===== src/rtl/jstk_pkg.sv =====
// Shared joystick SPI constants: frame length, LED command prefix, FSM states and tx frame packing.
package jstk_pkg;

    localparam int unsigned FRAME_BITS = 40;
    localparam logic [5:0]  CMD_PREFIX = 6'b100000;
    localparam logic [5:0]  FRAME_CNT  = 6'(FRAME_BITS);

    typedef enum logic [1:0] {
        IDLE,
        ACTIVE,
        OVERRUN
    } state_t;

    // Byte slots counted from the LSB end of the frame word; slot 4 is sent first.
    localparam int unsigned BYTE_X_LO = 4;
    localparam int unsigned BYTE_X_HI = 3;
    localparam int unsigned BYTE_Y_LO = 2;
    localparam int unsigned BYTE_Y_HI = 1;
    localparam int unsigned BYTE_BTN  = 0;

    function automatic logic [FRAME_BITS-1:0] pack_frame(
        input logic [9:0] x,
        input logic [9:0] y,
        input logic [1:0] btn,
        input logic       jbtn
    );
        logic [FRAME_BITS-1:0] f;
        f = '0;
        f[BYTE_X_LO*8 +: 8] = x[7:0];
        f[BYTE_X_HI*8 +: 2] = x[9:8];
        f[BYTE_Y_LO*8 +: 8] = y[7:0];
        f[BYTE_Y_HI*8 +: 2] = y[9:8];
        f[BYTE_BTN*8  +: 3] = {btn, jbtn};
        return f;
    endfunction

endpackage


===== src/rtl/jstk_spi_responder_if.sv =====
// SPI pin bundle between the joystick master and the responder.
interface jstk_spi_responder_if;

    logic sck;
    logic cs;
    logic mosi;
    logic miso;
    logic miso_oe;

    modport master (output sck, output cs, output mosi, input miso, input miso_oe);
    modport slave  (input sck, input cs, input mosi, output miso, output miso_oe);

endinterface


===== src/rtl/spi_pin_sync.sv =====
// SPI pin conditioning and sck/cs edge detection. JSTK_PIN_SYNC_EN selects 2-flop synchronisers
// (3-cycle pin-to-event latency); otherwise a single register for a clk50M-synchronous master.
module spi_pin_sync (
    input  logic clk,
    input  logic rst_n,
    input  logic sck,
    input  logic cs,
    input  logic mosi,
    output logic mosi_lvl,
    output logic sck_rise,
    output logic sck_fall,
    output logic cs_rise,
    output logic cs_fall
);

`ifdef JSTK_PIN_SYNC_EN
    logic [2:0] sck_sr;
    logic [2:0] cs_sr;
    logic [1:0] mosi_sr;

    // Reset preloads the pin level so a frame already in flight cannot raise a false edge.
    always_ff @(posedge clk) begin
        if (!rst_n) begin
            sck_sr  <= {3{sck}};
            cs_sr   <= {3{cs}};
            mosi_sr <= {2{mosi}};
        end else begin
            sck_sr  <= {sck_sr[1:0], sck};
            cs_sr   <= {cs_sr[1:0], cs};
            mosi_sr <= {mosi_sr[0], mosi};
        end
    end

    assign mosi_lvl = mosi_sr[1];
    assign sck_rise = sck_sr[1] & ~sck_sr[2];
    assign sck_fall = ~sck_sr[1] & sck_sr[2];
    assign cs_rise  = cs_sr[1] & ~cs_sr[2];
    assign cs_fall  = ~cs_sr[1] & cs_sr[2];
`else
    logic sck_q;
    logic cs_q;

    always_ff @(posedge clk) begin
        sck_q <= sck;
        cs_q  <= cs;
    end

    assign mosi_lvl = mosi;
    assign sck_rise = sck & ~sck_q;
    assign sck_fall = ~sck & sck_q;
    assign cs_rise  = cs & ~cs_q;
    assign cs_fall  = ~cs & cs_q;
`endif

endmodule


===== src/rtl/jstk_spi_responder.sv =====
// SPI slave emulating the 2-axis joystick: returns an x/y/button snapshot, captures LED commands.
// Pin synchroniser depth is selected by JSTK_PIN_SYNC_EN (see spi_pin_sync).
module jstk_spi_responder
    import jstk_pkg::*;
(
    input  logic                 clk50M,
    input  logic                 rst_n,
    input  logic [9:0]           x,
    input  logic [9:0]           y,
    input  logic [1:0]           btn,
    input  logic                 jbtn,
    jstk_spi_responder_if.slave  spi,
    output logic [1:0]           led,
    output logic                 frame_done,
    output logic                 frame_err,
    output logic                 busy
);

    logic mosi_lvl, sck_rise, sck_fall, cs_rise, cs_fall;

    spi_pin_sync u_pin_sync (
        .clk      (clk50M),
        .rst_n    (rst_n),
        .sck      (spi.sck),
        .cs       (spi.cs),
        .mosi     (spi.mosi),
        .mosi_lvl (mosi_lvl),
        .sck_rise (sck_rise),
        .sck_fall (sck_fall),
        .cs_rise  (cs_rise),
        .cs_fall  (cs_fall)
    );

    state_t                state, state_nxt;
    logic [5:0]            bit_cnt, bit_cnt_nxt;
    logic [FRAME_BITS-1:0] tx_sr, tx_nxt;
    logic [FRAME_BITS-1:0] rx_sr, rx_nxt;
    logic                  miso_r, miso_nxt;
    logic                  oe_r, oe_nxt;
    logic [1:0]            led_r, led_nxt;
    logic                  done_r, done_nxt;
    logic                  err_r, err_nxt;

    always_ff @(posedge clk50M) begin
        if (!rst_n) begin
            state   <= IDLE;
            bit_cnt <= '0;
            tx_sr   <= '0;
            rx_sr   <= '0;
            miso_r  <= 1'b0;
            oe_r    <= 1'b0;
            led_r   <= '0;
            done_r  <= 1'b0;
            err_r   <= 1'b0;
        end else begin
            state   <= state_nxt;
            bit_cnt <= bit_cnt_nxt;
            tx_sr   <= tx_nxt;
            rx_sr   <= rx_nxt;
            miso_r  <= miso_nxt;
            oe_r    <= oe_nxt;
            led_r   <= led_nxt;
            done_r  <= done_nxt;
            err_r   <= err_nxt;
        end
    end

    always_comb begin
        state_nxt   = state;
        bit_cnt_nxt = bit_cnt;
        tx_nxt      = tx_sr;
        rx_nxt      = rx_sr;
        miso_nxt    = miso_r;
        oe_nxt      = oe_r;
        led_nxt     = led_r;
        done_nxt    = 1'b0;
        err_nxt     = 1'b0;
        case (state)
            IDLE: begin
                if (cs_fall) begin
                    tx_nxt      = pack_frame(x, y, btn, jbtn);
                    miso_nxt    = tx_nxt[FRAME_BITS-1];
                    oe_nxt      = 1'b1;
                    bit_cnt_nxt = '0;
                    rx_nxt      = '0;
                    state_nxt   = ACTIVE;
                end
            end
            ACTIVE: begin
                // cs_rise takes priority over any sck edge seen in the same cycle.
                if (cs_rise) begin
                    err_nxt   = 1'b1;
                    miso_nxt  = 1'b0;
                    oe_nxt    = 1'b0;
                    state_nxt = IDLE;
                end else if (sck_rise) begin
                    rx_nxt      = {rx_sr[FRAME_BITS-2:0], mosi_lvl};
                    bit_cnt_nxt = bit_cnt + 6'd1;
                    if (bit_cnt_nxt == FRAME_CNT) begin
                        state_nxt = OVERRUN;
                    end
                end else if (sck_fall) begin
                    tx_nxt   = {tx_sr[FRAME_BITS-2:0], 1'b0};
                    miso_nxt = tx_sr[FRAME_BITS-2];
                end
            end
            OVERRUN: begin
                miso_nxt = 1'b0;
                if (cs_rise) begin
                    done_nxt  = 1'b1;
                    oe_nxt    = 1'b0;
                    state_nxt = IDLE;
                    if (rx_sr[FRAME_BITS-1 -: 6] == CMD_PREFIX) begin
                        led_nxt = rx_sr[FRAME_BITS-7 -: 2];
                    end
                end
            end
            default: state_nxt = IDLE;
        endcase
    end

    assign spi.miso    = miso_r;
    assign spi.miso_oe = oe_r;
    assign led         = led_r;
    assign frame_done  = done_r;
    assign frame_err   = err_r;
    assign busy        = (state != IDLE);

endmodule


===== src/flat_wrapper.sv =====
// flat-port wrapper written by rule: the top's interface ports become plain ports
module jstk_spi_responder_flat import jstk_pkg::*;
  (clk50M, rst_n, x, y, btn, jbtn, led, frame_done, frame_err, busy, spi_sck, spi_cs, spi_mosi, spi_miso, spi_miso_oe);
  jstk_spi_responder_if spi_i ();
  input  logic clk50M;
  input  logic rst_n;
  input  logic [9:0] x;
  input  logic [9:0] y;
  input  logic [1:0] btn;
  input  logic jbtn;
  output logic [1:0] led;
  output logic frame_done;
  output logic frame_err;
  output logic busy;
  input wire logic [$bits(spi_i.sck)-1:0] spi_sck;
  input wire logic [$bits(spi_i.cs)-1:0] spi_cs;
  input wire logic [$bits(spi_i.mosi)-1:0] spi_mosi;
  output wire logic [$bits(spi_i.miso)-1:0] spi_miso;
  output wire logic [$bits(spi_i.miso_oe)-1:0] spi_miso_oe;
  assign spi_i.sck = spi_sck;
  assign spi_i.cs = spi_cs;
  assign spi_i.mosi = spi_mosi;
  assign spi_miso = spi_i.miso;
  assign spi_miso_oe = spi_i.miso_oe;
  jstk_spi_responder u_core (.clk50M(clk50M), .rst_n(rst_n), .x(x), .y(y), .btn(btn), .jbtn(jbtn), .spi(spi_i), .led(led), .frame_done(frame_done), .frame_err(frame_err), .busy(busy));
endmodule

===== config.mk =====
export PLATFORM = sky130hd
export DESIGN_NAME = jstk_spi_responder_flat
export DESIGN_NICKNAME = d
export VERILOG_FILES = /design/src/rtl/jstk_pkg.sv /design/src/rtl/jstk_spi_responder_if.sv /design/src/rtl/spi_pin_sync.sv /design/src/rtl/jstk_spi_responder.sv /design/src/flat_wrapper.sv
export SDC_FILE = /design/constraint.sdc
export NUM_CORES = 1
export LEC_CHECK = 0
export ABC_AREA = 1
export BUFFER_PORTS_ARGS = -buffer_cell sky130_fd_sc_hd__buf_4
export CAP_MARGIN = 20
export CORE_UTILIZATION = 61
export CTS_CLUSTER_SIZE = 16
export DETAILED_ROUTE_END_ITERATION = 16
export GPL_ROUTABILITY_DRIVEN = 0
export PLACE_DENSITY = 0.91
export SETUP_SLACK_MARGIN = 0.15
export SKIP_LAST_GASP = 1
export SLEW_MARGIN = 40
export SYNTH_ARGS = -nofsm -noshare
export SYNTH_HDL_FRONTEND = slang
export SYNTH_SLANG_ARGS = --single-unit

===== constraint.sdc =====
create_clock -name clk50M -period 3.05 [get_ports clk50M]
set_input_delay 0 -clock clk50M [delete_from_list [all_inputs] [get_ports clk50M]]
set_output_delay 0 -clock clk50M [all_outputs]
set_load 0.05 [all_outputs]

==> results.sh <==
export IMPL_clk_latency_ps=360
export IMPL_critPathMaxFanout=43
export IMPL_die_area_um2=6880
export IMPL_post_cts_buffers=0
export IMPL_fmax_mhz=441
export IMPL_path_cells="inv_1 > ha_1 > buf_4 > inv_1 > nand2_1 > nand2_1 > o21ai_0 > nor2_1"
export IMPL_cts_tree="yes"
export IMPL_post_dp_cell_area_um2=4150
export IMPL_critPathLaunchType="flip-flop"
export IMPL_min_period_over_period_pct=74.3
export IMPL_fin_crit_ps=2270
export IMPL_crit_type="reg2reg"
export IMPL_design_area_um2=4600
export IMPL_drive_gt1_share_pct=14.3
export IMPL_grt_pass1_vias=3161
export IMPL_slowest_delay_ps=450
export IMPL_grt_setup_unrepaired="no"
export IMPL_postLayoutCoreUtil_pct=72.5
export IMPL_grt_overflow=0
export IMPL_syn_cell_area_um2=4000
export IMPL_yosysTopAreaCell="dfxtp_1"
export IMPL_track_usage_pct=24.6
export IMPL_holdWs_ps=15.2
export IMPL_cts_sinks=95
export IMPL_worstMarginPinSlew_ps=770
export IMPL_status="completed"
export IMPL_area_growth_pct=15.2
export IMPL_finalSetupViolCount=0
export IMPL_grt_max_degree=65
export IMPL_ys_types=28
export IMPL_n_antenna_cell=0
export IMPL_vias_per_cell=5.29
export IMPL_dp_hpwl_mm=4.69
export IMPL_first_pass_iters=5
export IMPL_relSlewSlack_pct=48.5
export IMPL_maxSlewViolCount=0
export IMPL_initial_utilization_pct=63.0
export IMPL_numCtsBuffers=9
export IMPL_critical_path_slowest_cell="buf_4"
export IMPL_path_clk_slew_ps=90
export IMPL_layout_setup_ws_ps=783
export IMPL_preCtsSetupSlack_ps=888
export IMPL_hold_path_class="in2reg"
export IMPL_peakVddDrop_v=0.000366
export IMPL_cp_required_ps=3300
export IMPL_cts_buffer_depth=2
export IMPL_tns_ps=0
export IMPL_root_buffer="clkbuf_8"
export IMPL_synth_net_count=575
export IMPL_yosysSeqAreaShare_pct=47.6
export IMPL_p_leak_nw=1.84
export IMPL_critPathArrivalTime_ps=2520
export IMPL_synth_top_area_share_pct=47.6
export IMPL_grt_pass1_wl_mm=13.8
export IMPL_synthTopCellsByArea="dfxtp_1 (48%), nand2_1 (17%), a21oi_1 (7.3%), nor2_1 (5.4%), o21ai_0 (3.4%)"
export IMPL_ant_nets=0
export IMPL_rows=29
export IMPL_drtIter0Drc=198
export IMPL_max_cap_viol_count=0
export IMPL_layout_nets=615
export IMPL_worst_setup_path_end_kind="flip-flop"
export IMPL_die_h_um=83.0
export IMPL_hold_viol=0
export IMPL_wirelength_mm=8.34
export IMPL_yosys_register_bits=95
export IMPL_htree_levels=3
export IMPL_die_x_um=83.0
export IMPL_yosysWarnings=0
export IMPL_power_density_nw_per_um2=598
export IMPL_coreArea_um2=6350
export IMPL_route_detailed_drc=0
export IMPL_avgSynthCellArea_um2=7.39
export IMPL_syn_instance_count=541
export IMPL_finalClockSkew_ps=12.1
export IMPL_ios=35
export IMPL_via_count=3504
export IMPL_numPortBuffers=34
export IMPL_antenna_found_initial=0
export IMPL_wl_per_cell_um=12.6
## timing repair
| item | in CTS | in global routing |
|---|---|---|
| hold buffers | 25 | 0 |
| gates resized for setup | 0 | 0 |
| hold endpoints to repair | 26 | 0 |
## critical path: cells and delay by family, from the launching register on
| kind | cells | cell delay (ps) |
|---|---|---|
| buf+inv | 3 | 980 |
| flops | 1 | 340 |
| fa+ha+maj | 1 | 330 |
| simple gates | 3 | 280 |
| compound gates | 1 | 210 |
## area by class of cell
| cell class | count | area [um2] |
|---|---|---|
| Inverter | 22 | 90.1 |
| Clock buffer | 9 | 124 |
| Multi-Input combinational cell | 392 | 1790 |
| Fill cell | 470 | 1750 |
| Timing Repair Buffer | 61 | 520 |
| Sequential cell | 95 | 1900 |
| Tap cell | 77 | 96.3 |
| Clock inverter | 7 | 80.1 |
## synth_stat cells (all sizes together)
master and instances:
nand4 3, buf 17, a211oi 1, inv 22, ha 6, a21oi 67, nand2 198, dfxtp 95
or2 1, nor3 1, nor4 1, o21ai 28, nor2 59, clkbuf 15, nand3 26, o21a 1
## final timing paths
path / from / to / slack, ps / cells after the start
worst min-delay path: x[5] / u_core.tx_sr[37] / 20 / 5
worst min register to register: u_core.rx_sr[2] / u_core.rx_sr[3] / 450 / 2
worst max register to register: u_core.state[1] / u_core.tx_sr[21] / 780 / 8
worst max-delay path: u_core.state[1] / u_core.tx_sr[21] / 780 / 8
## through the flow
step | power, mW | instances
after floorplan | 1.83 | 541
final | 2.75 | 663
after CTS | 2.75 | 663
after global routing | 2.88 | 663
after detailed placement | 1.89 | 622
after global placement | 1.87 | 622
## layer usage
| layer | track usage [%] | routed length [um] | vias to the layer above |
|---|---|---|---|
| met4 | 11.3 | 179 | 0 |
| met3 | 5.57 | 324 | 20 |
| met5 | 0 | 0 | - |
| li1 | - | - | 1795 |
| met2 | 41.8 | 4210 | 78 |
| met1 | 29.5 | 3620 | 1611 |
## registers in the layout, summed over array words and instances, names as in the netlist
register	flops
u_core.frame_done	1
u_core.led	2
u_core.bit_cnt	6
u_core.spi.miso_oe	1
u_core.tx_sr	39
u_core.u_pin_sync.sck_q	1
u_core.state	2
u_core.rx_sr	40
u_core.spi.miso	1
u_core.frame_err	1
u_core.u_pin_sync.cs_q	1
## cell usage in the layout, fill, tap and decap left out
cell type / synthesis / routed
inv_2: 3 / 2
o21ai_2: 1 / 1
or2_2: 1 / 1
a21oi_2: 9 / 9
inv_6: 0 / 2
inv_4: 2 / 3
nand3_1: 25 / 25
a21oi_1: 58 / 58
nor4_1: 1 / 1
o21a_1: 1 / 1
nor2_1: 58 / 58
nor2_4: 1 / 1
nand2_1: 184 / 184
o21ai_0: 27 / 27
nor3_1: 1 / 1
nand2_2: 12 / 12
clkinvlp_4: 0 / 2
ha_1: 6 / 6
nand3_2: 1 / 1
nand4_1: 3 / 3
clkbuf_8: 0 / 9
buf_4: 2 / 36
dlygate4sd3_1: 0 / 25
dfxtp_1: 95 / 95
inv_1: 17 / 17
clkinv_4: 0 / 2
nand2_4: 2 / 2
a211oi_1: 1 / 1
bufinv_16: 0 / 1
## power by group
| part | switching [mW] | internal [mW] | total [mW] |
|---|---|---|---|
| combinational | 0.383 | 0.167 | 0.550 |
| sequential | 0.0450 | 1.31 | 1.36 |
| clock | 0.457 | 0.387 | 0.844 |
## cell families after synthesis
kind of cell | share of synthesized area, %
adder cells (fa/ha/maj) | 1.88
AND/OR/NAND/NOR | 29.7
buffers and inverters | 7.61
flip-flops | 47.6
AO/OA/AOI/OAI | 13.2
No activity file was read; power rests on OpenSTA's default activity.
